===== src/rtl/band_playback_scheduler.sv =====
// Shares one sample ROM read port across NUM_BANDS band channels. On each frame
// strobe it issues one read per band in ascending order, advances and wraps each
// band's playback offset, and emits one tagged sample per band after the ROM latency.
module band_playback_scheduler #(
  parameter int unsigned NUM_BANDS  = 16,
  parameter int unsigned ADDR_WIDTH = 16,
  parameter int unsigned DATA_WIDTH = 16,
  parameter int unsigned RD_LATENCY = 1,
  parameter int unsigned BAND_W     = $clog2(NUM_BANDS)
) (
  input  logic                  clk,
  input  logic                  rst,
  input  logic                  enable,
  input  logic [NUM_BANDS-1:0]  band_en,
  input  logic                  cfg_we,
  input  logic [BAND_W-1:0]     cfg_band,
  input  logic [ADDR_WIDTH-1:0] cfg_base,
  input  logic [ADDR_WIDTH-1:0] cfg_len,
  output logic                  rom_en,
  output logic [ADDR_WIDTH-1:0] rom_addr,
  input  logic [DATA_WIDTH-1:0] rom_dout,
  output logic [DATA_WIDTH-1:0] sample_out,
  output logic [BAND_W-1:0]     sample_band,
  output logic                  sample_valid,
  output logic                  frame_done,
  output logic                  busy,
  output logic                  overrun
);

  typedef enum logic [1:0] {StIdle, StIssue, StDrain} state_e;

  localparam logic [BAND_W-1:0]     LastBand  = BAND_W'(NUM_BANDS - 1);
  localparam logic [1:0]            DrainLast = 2'(RD_LATENCY);
  localparam int unsigned           LastTag   = RD_LATENCY - 1;
  localparam logic [ADDR_WIDTH-1:0] AddrOne   = {{(ADDR_WIDTH - 1){1'b0}}, 1'b1};

  state_e                state_q, state_d;
  logic [BAND_W-1:0]     band_q, band_d;
  logic [1:0]            drain_q, drain_d;

  logic [ADDR_WIDTH-1:0] base_q [NUM_BANDS];
  logic [ADDR_WIDTH-1:0] len_q  [NUM_BANDS];
  logic [ADDR_WIDTH-1:0] off_q  [NUM_BANDS];

  logic                  issue_act;
  logic [ADDR_WIDTH-1:0] off_next;
  logic                  cfg_ok;

  // Tag pipe travels alongside the ROM read so the data and its band line up.
  logic                  tag_valid_q [RD_LATENCY];
  logic [BAND_W-1:0]     tag_band_q  [RD_LATENCY];
  logic                  tag_zero_q  [RD_LATENCY];

  logic                  sample_valid_q;
  logic                  frame_done_q;
  logic [DATA_WIDTH-1:0] sample_out_q;
  logic [BAND_W-1:0]     sample_band_q;
  logic                  overrun_q;

  // Out-of-range band numbers can only occur when NUM_BANDS is not a power of two.
  if (NUM_BANDS == (2 ** BAND_W)) begin : gen_cfg_all
    assign cfg_ok = 1'b1;
  end else begin : gen_cfg_chk
    assign cfg_ok = (32'(cfg_band) < NUM_BANDS);
  end

  assign busy = (state_q != StIdle);

  // ROM request for the band in its issue slot, plus its wrapped next offset.
  always_comb begin
    issue_act = 1'b0;
    rom_en    = 1'b0;
    rom_addr  = '0;
    off_next  = '0;
    if (state_q == StIssue) begin
      issue_act = band_en[band_q] && (len_q[band_q] != '0);
      off_next  = (off_q[band_q] == (len_q[band_q] - AddrOne)) ? '0 : off_q[band_q] + AddrOne;
      if (issue_act) begin
        rom_en   = 1'b1;
        rom_addr = base_q[band_q] + off_q[band_q];
      end
    end
  end

  // Next-state logic: walk the bands, then drain the read pipe before going idle.
  always_comb begin
    state_d = state_q;
    band_d  = band_q;
    drain_d = drain_q;
    unique case (state_q)
      StIdle: begin
        if (enable) begin
          state_d = StIssue;
          band_d  = '0;
        end
      end
      StIssue: begin
        if (band_q == LastBand) begin
          state_d = StDrain;
          drain_d = '0;
        end else begin
          band_d = band_q + 1'b1;
        end
      end
      StDrain: begin
        if (drain_q == DrainLast) begin
          state_d = StIdle;
        end else begin
          drain_d = drain_q + 1'b1;
        end
      end
      default: state_d = StIdle;
    endcase
  end

  // FSM state registers.
  always_ff @(posedge clk or posedge rst) begin
    if (rst) begin
      state_q <= StIdle;
      band_q  <= '0;
      drain_q <= '0;
    end else begin
      state_q <= state_d;
      band_q  <= band_d;
      drain_q <= drain_d;
    end
  end

  // Per-band configuration and playback offsets; a config write overrides the
  // offset advance of a read issued to the same band in the same cycle.
  always_ff @(posedge clk or posedge rst) begin
    if (rst) begin
      for (int i = 0; i < NUM_BANDS; i++) begin
        base_q[i] <= '0;
        len_q[i]  <= '0;
        off_q[i]  <= '0;
      end
    end else begin
      if (issue_act) begin
        off_q[band_q] <= off_next;
      end
      if (cfg_we && cfg_ok) begin
        base_q[cfg_band] <= cfg_base;
        len_q[cfg_band]  <= cfg_len;
        off_q[cfg_band]  <= '0;
      end
    end
  end

  // Tag pipe shift register, RD_LATENCY stages deep.
  always_ff @(posedge clk or posedge rst) begin
    if (rst) begin
      for (int i = 0; i < RD_LATENCY; i++) begin
        tag_valid_q[i] <= 1'b0;
        tag_band_q[i]  <= '0;
        tag_zero_q[i]  <= 1'b0;
      end
    end else begin
      tag_valid_q[0] <= (state_q == StIssue);
      tag_band_q[0]  <= band_q;
      tag_zero_q[0]  <= !issue_act;
      for (int i = 1; i < RD_LATENCY; i++) begin
        tag_valid_q[i] <= tag_valid_q[i-1];
        tag_band_q[i]  <= tag_band_q[i-1];
        tag_zero_q[i]  <= tag_zero_q[i-1];
      end
    end
  end

  // Sample output register; data and tag hold between pulses.
  always_ff @(posedge clk or posedge rst) begin
    if (rst) begin
      sample_valid_q <= 1'b0;
      frame_done_q   <= 1'b0;
      sample_out_q   <= '0;
      sample_band_q  <= '0;
    end else begin
      sample_valid_q <= tag_valid_q[LastTag];
      frame_done_q   <= tag_valid_q[LastTag] && (tag_band_q[LastTag] == LastBand);
      if (tag_valid_q[LastTag]) begin
        sample_out_q  <= tag_zero_q[LastTag] ? '0 : rom_dout;
        sample_band_q <= tag_band_q[LastTag];
      end
    end
  end

  // Sticky flag for frame strobes that arrive mid-frame.
  always_ff @(posedge clk or posedge rst) begin
    if (rst) begin
      overrun_q <= 1'b0;
    end else if (enable && busy) begin
      overrun_q <= 1'b1;
    end
  end

  assign sample_valid = sample_valid_q;
  assign frame_done   = frame_done_q;
  assign sample_out   = sample_out_q;
  assign sample_band  = sample_band_q;
  assign overrun      = overrun_q;

endmodule


===== config.mk =====
export PLATFORM = sky130hd
export DESIGN_NAME = band_playback_scheduler
export DESIGN_NICKNAME = d
export VERILOG_FILES = /design/src/rtl/band_playback_scheduler.sv
export SDC_FILE = /design/constraint.sdc
export NUM_CORES = 2
export LEC_CHECK = 0
export ABC_AREA = 1
export BUFFER_PORTS_ARGS = -buffer_cell sky130_fd_sc_hd__buf_2
export CAP_MARGIN = 25
export CORE_MARGIN = 5
export CORE_UTILIZATION = 65
export DETAILED_ROUTE_END_ITERATION = 10
export PLACE_DENSITY = 0.81
export SLEW_MARGIN = 20
export SYNTH_ARGS = -nofsm -noshare
export SYNTH_HDL_FRONTEND = slang
export SYNTH_SLANG_ARGS = --single-unit

===== constraint.sdc =====
create_clock -name clk -period 77.4 [get_ports clk]
set_input_delay 7.74 -clock clk [delete_from_list [all_inputs] [get_ports clk]]
set_output_delay 7.74 -clock clk [all_outputs]
set_load 0.05 [all_outputs]

==> impl_metrics.toml <==
[run_status]
status = "completed"

[synth]
synth_area_leader_cell = "dfrtp_1"
synth_common_cells = "nand2_1, o21ai_0, dfrtp_1"
synth_edf_count = 0
synthArstFlopShare_pct = 100.0
syn_inst = 5021
ys_ff_latch = 805
synth_area_um2 = 39410
synth_warnings = 0
synth_cell_type_count = 49
seq_area_frac_synth_pct = 51.11
synth_flop_cell = "dfrtp_1"
yosysMostFrequentCell = "nand2_1"
synth_area_leaders = "dfrtp_1, nand2_1, o21ai_0, a21oi_1, inv_1"
syn_avg_cell_area_um2 = 7.850
synth_top_area_share_pct = 51.11
synth_nets = 5117

[routing]
wl_per_cell_um = 20.28
routed_via_density = 6.162
dr.pass1.iters = 8
drt_iter0_drc = 4897
detail-route-antenna-nets = 0
drcViolationCount = 0
drt_wl_total_mm = 116.5
via_count = 35410

[sta]
finalWorstSetupSlack_ps = 60030
tightest_slew_ps = 1121
setup_viol = 0
post-route-period-util_pct = 22.44
hold_viol = 0
clock_skew_ps = 28.54
timing.final.max_slew_violations = 0
tns_ps = 0
final.min_clock_period_ps = 17370
fmax_mhz = 57.59
slew_headroom_pct = 25.27
rsz0062_at_grt = "no"

[clock_tree]
cts_root_buf = "clkbuf_16"
postCtsHoldBufs = 0
cts_resized = 0
ctsHtreeMaxLevel = 3
cts_made_buffers = 82
cts_tree = "done"
clock_latency_ps = 650
clockBufferDepth = 3
cts_sinks = 805
path_clk_slew_ps = 60
postCtsSetupBuffers = 0

[die]
dieArea_um2 = 65660
die_width_um = 256.2
rows = 90
io-pin-count = 113
die_h_um = 256.2
fp.coreArea_um2 = 60250
start_util_pct = 65.42

[cells_and_area]
final_layout_size_suffix_gt1_share_pct = 8.503
fin_cells = 5747
fin_nets = 4992
area_growth_syn_to_layout_pct = 9.216
nFillCells = 4547

[global_route]
grt-ovfl-total = 0
grt_pass1_wl_mm = 182.7
grt_max_degree = 188
first_global_vias = 33060
grt_usage_pct = 34.46
antenna_found_initial = 0

[worst_setup_path]
worstPathMaxFanout = 13
cp-start-kind = "primary input"
crit_type = "primary input to output pin"
cp.arrival_ps = 9630
reg2reg_from = "band_q[0]"
rr_endpoint = "off_q[253]"
r2r_slack_ps = 71730
required_ps = 69660
startpoint = "band_en[1]"
r2r_cells = 16
crit_path_end_kind = "output pin"

[flow_run]
drv_cap = 0

[power]
clkPwrFrac_pct = 20.4
p_per_area_nw_per_um2 = 48.79
p_int_w = 0.001099
peakVddDrop_mv = 0.1204
seqPwrFrac_pct = 29.6
switching_power_w = 0.001001
p_comb_share_pct = 50.0
switching_share_pct = 47.68
leakagePower_nw = 21.17

[hold_path]
min_to = "overrun"
hp-class = "flop to flop"
hold_path_depth = 1
holdCritStartpoint = "overrun"

[placement]
place_inst = 5582
dpl.hpwl_mm = 60.90
gp_congestion = 0.9094
port_buffers = 112
place_ws_ps = 59570
## metal layers
| layer | track usage, % | up-vias | part of all wire, % |
|---|---|---|---|
| met5 | 0 | - | 0 |
| met4 | 13.19 | 0 | 3.6 |
| met3 | 7.940 | 355 | 12 |
| met2 | 51.65 | 2188 | 44 |
| met1 | 49.67 | 16730 | 40 |
| li1 | - | 16140 | - |
## placed cells by master (no fill, tap or decap), types with 11 or more instances in the layout
cell | synthesis | layout
dfrtp_1 | 805 | 803
buf_4 | 20 | 34
nor2_2 | 16 | 16
buf_12 | 1 | 12
a21oi_2 | 32 | 32
clkbuf_8 | 0 | 22
nand3_1 | 227 | 221
clkinv_2 | 0 | 11
nand4_1 | 35 | 35
inv_1 | 319 | 316
o22ai_1 | 74 | 74
o21ai_0 | 989 | 989
clkbuf_16 | 0 | 84
nand2_1 | 1470 | 1460
xor2_1 | 16 | 16
a21oi_1 | 277 | 277
nand2_4 | 10 | 19
nor2_1 | 276 | 273
ha_1 | 23 | 23
clkbuf_1 | 263 | 14
buf_2 | 60 | 114
## area by class of cell
cell class	instances	area, um2	share of cell area (%)
multi-input combinational	3509	16360	38.01
tap	782	978.4	2.273
timing repair buffer	175	1391	3.232
clock inverter	31	455.4	1.058
antenna	2	5.005	0.01163
inverter	323	1242	2.886
sequential	805	20150	46.82
clock buffer	120	2457	5.709
## power groups by stage
| stage | logic, W | clock network (W) | registers [W] |
|---|---|---|---|
| floorplan | 0.000781 | 0 | 0.000618 |
| global placement | 0.000985 | 0 | 0.000619 |
| detailed placement | 0.00101 | 0 | 0.000623 |
| CTS | 0.00102 | 0.000428 | 0.000619 |
| global route | 0.00115 | 0.000447 | 0.000634 |
| finish | 0.00105 | 0.000428 | 0.000621 |
## registers in the layout (all words and copies together) (netlist names)
signal	count
drain_q	2
base_q	256
sample_band	4
sample_valid	1
len_q	256
state_q	2
frame_done	1
tag_valid_q	1
band_q	4
overrun	1
sample_out	16
tag_band_q	4
tag_zero_q	1
off_q	256
## per-stage QoR
step | total power [W] | instance area [um2] | hold WS, ps | util [%]
after floorplan | 0.001399 | 39410 | 351.9 | -
after global placement | 0.001604 | 39600 | 448.6 | 65.73
after detailed placement | 0.001631 | 39870 | 461.1 | 66.18
after CTS | 0.002063 | 42780 | 474.0 | 71.01
final | 0.002100 | 43050 | 471.3 | 71.45
after global routing | 0.002226 | 43040 | 490.4 | 71.44
## cell families (layout without fill, tap and decap cells)
group,Yosys count,after routing,synth area share (%)
AO/OA/AOI/OAI,1398,1398,18.45
other,0,2,0
AND/OR/NAND/NOR,2062,2062,21.25
multiplexers,4,4,0.1111
flip-flops,805,805,51.11
adder cells (fa/ha/maj),24,24,0.7810
XOR/XNOR,21,21,0.4667
buffers and inverters,707,649,7.832
## worst max-delay path by stage
| stage | slack (ps) | end |
|---|---|---|
| finish | 60030 | rom_addr[6] |
| global route | 59880 | rom_addr[6] |
| CTS | 59570 | rom_addr[6] |
| detailed placement | 59570 | rom_addr[6] |
| global placement | 59640 | rom_addr[6] |
| floorplan | 47050 | band_q[0] |
## critical path, stage by stage
cell and delay, ps:
buf_2 70, nand2_1 50, a32o_1 290, nand2_1 50, o21ai_1 60, a21oi_1 140, o21ai_1 90, nor2_2 390
inv_1 200, a21oi_1 150, o21a_1 120, buf_2 250
Note: power is estimated with default switching activity, not from simulation.
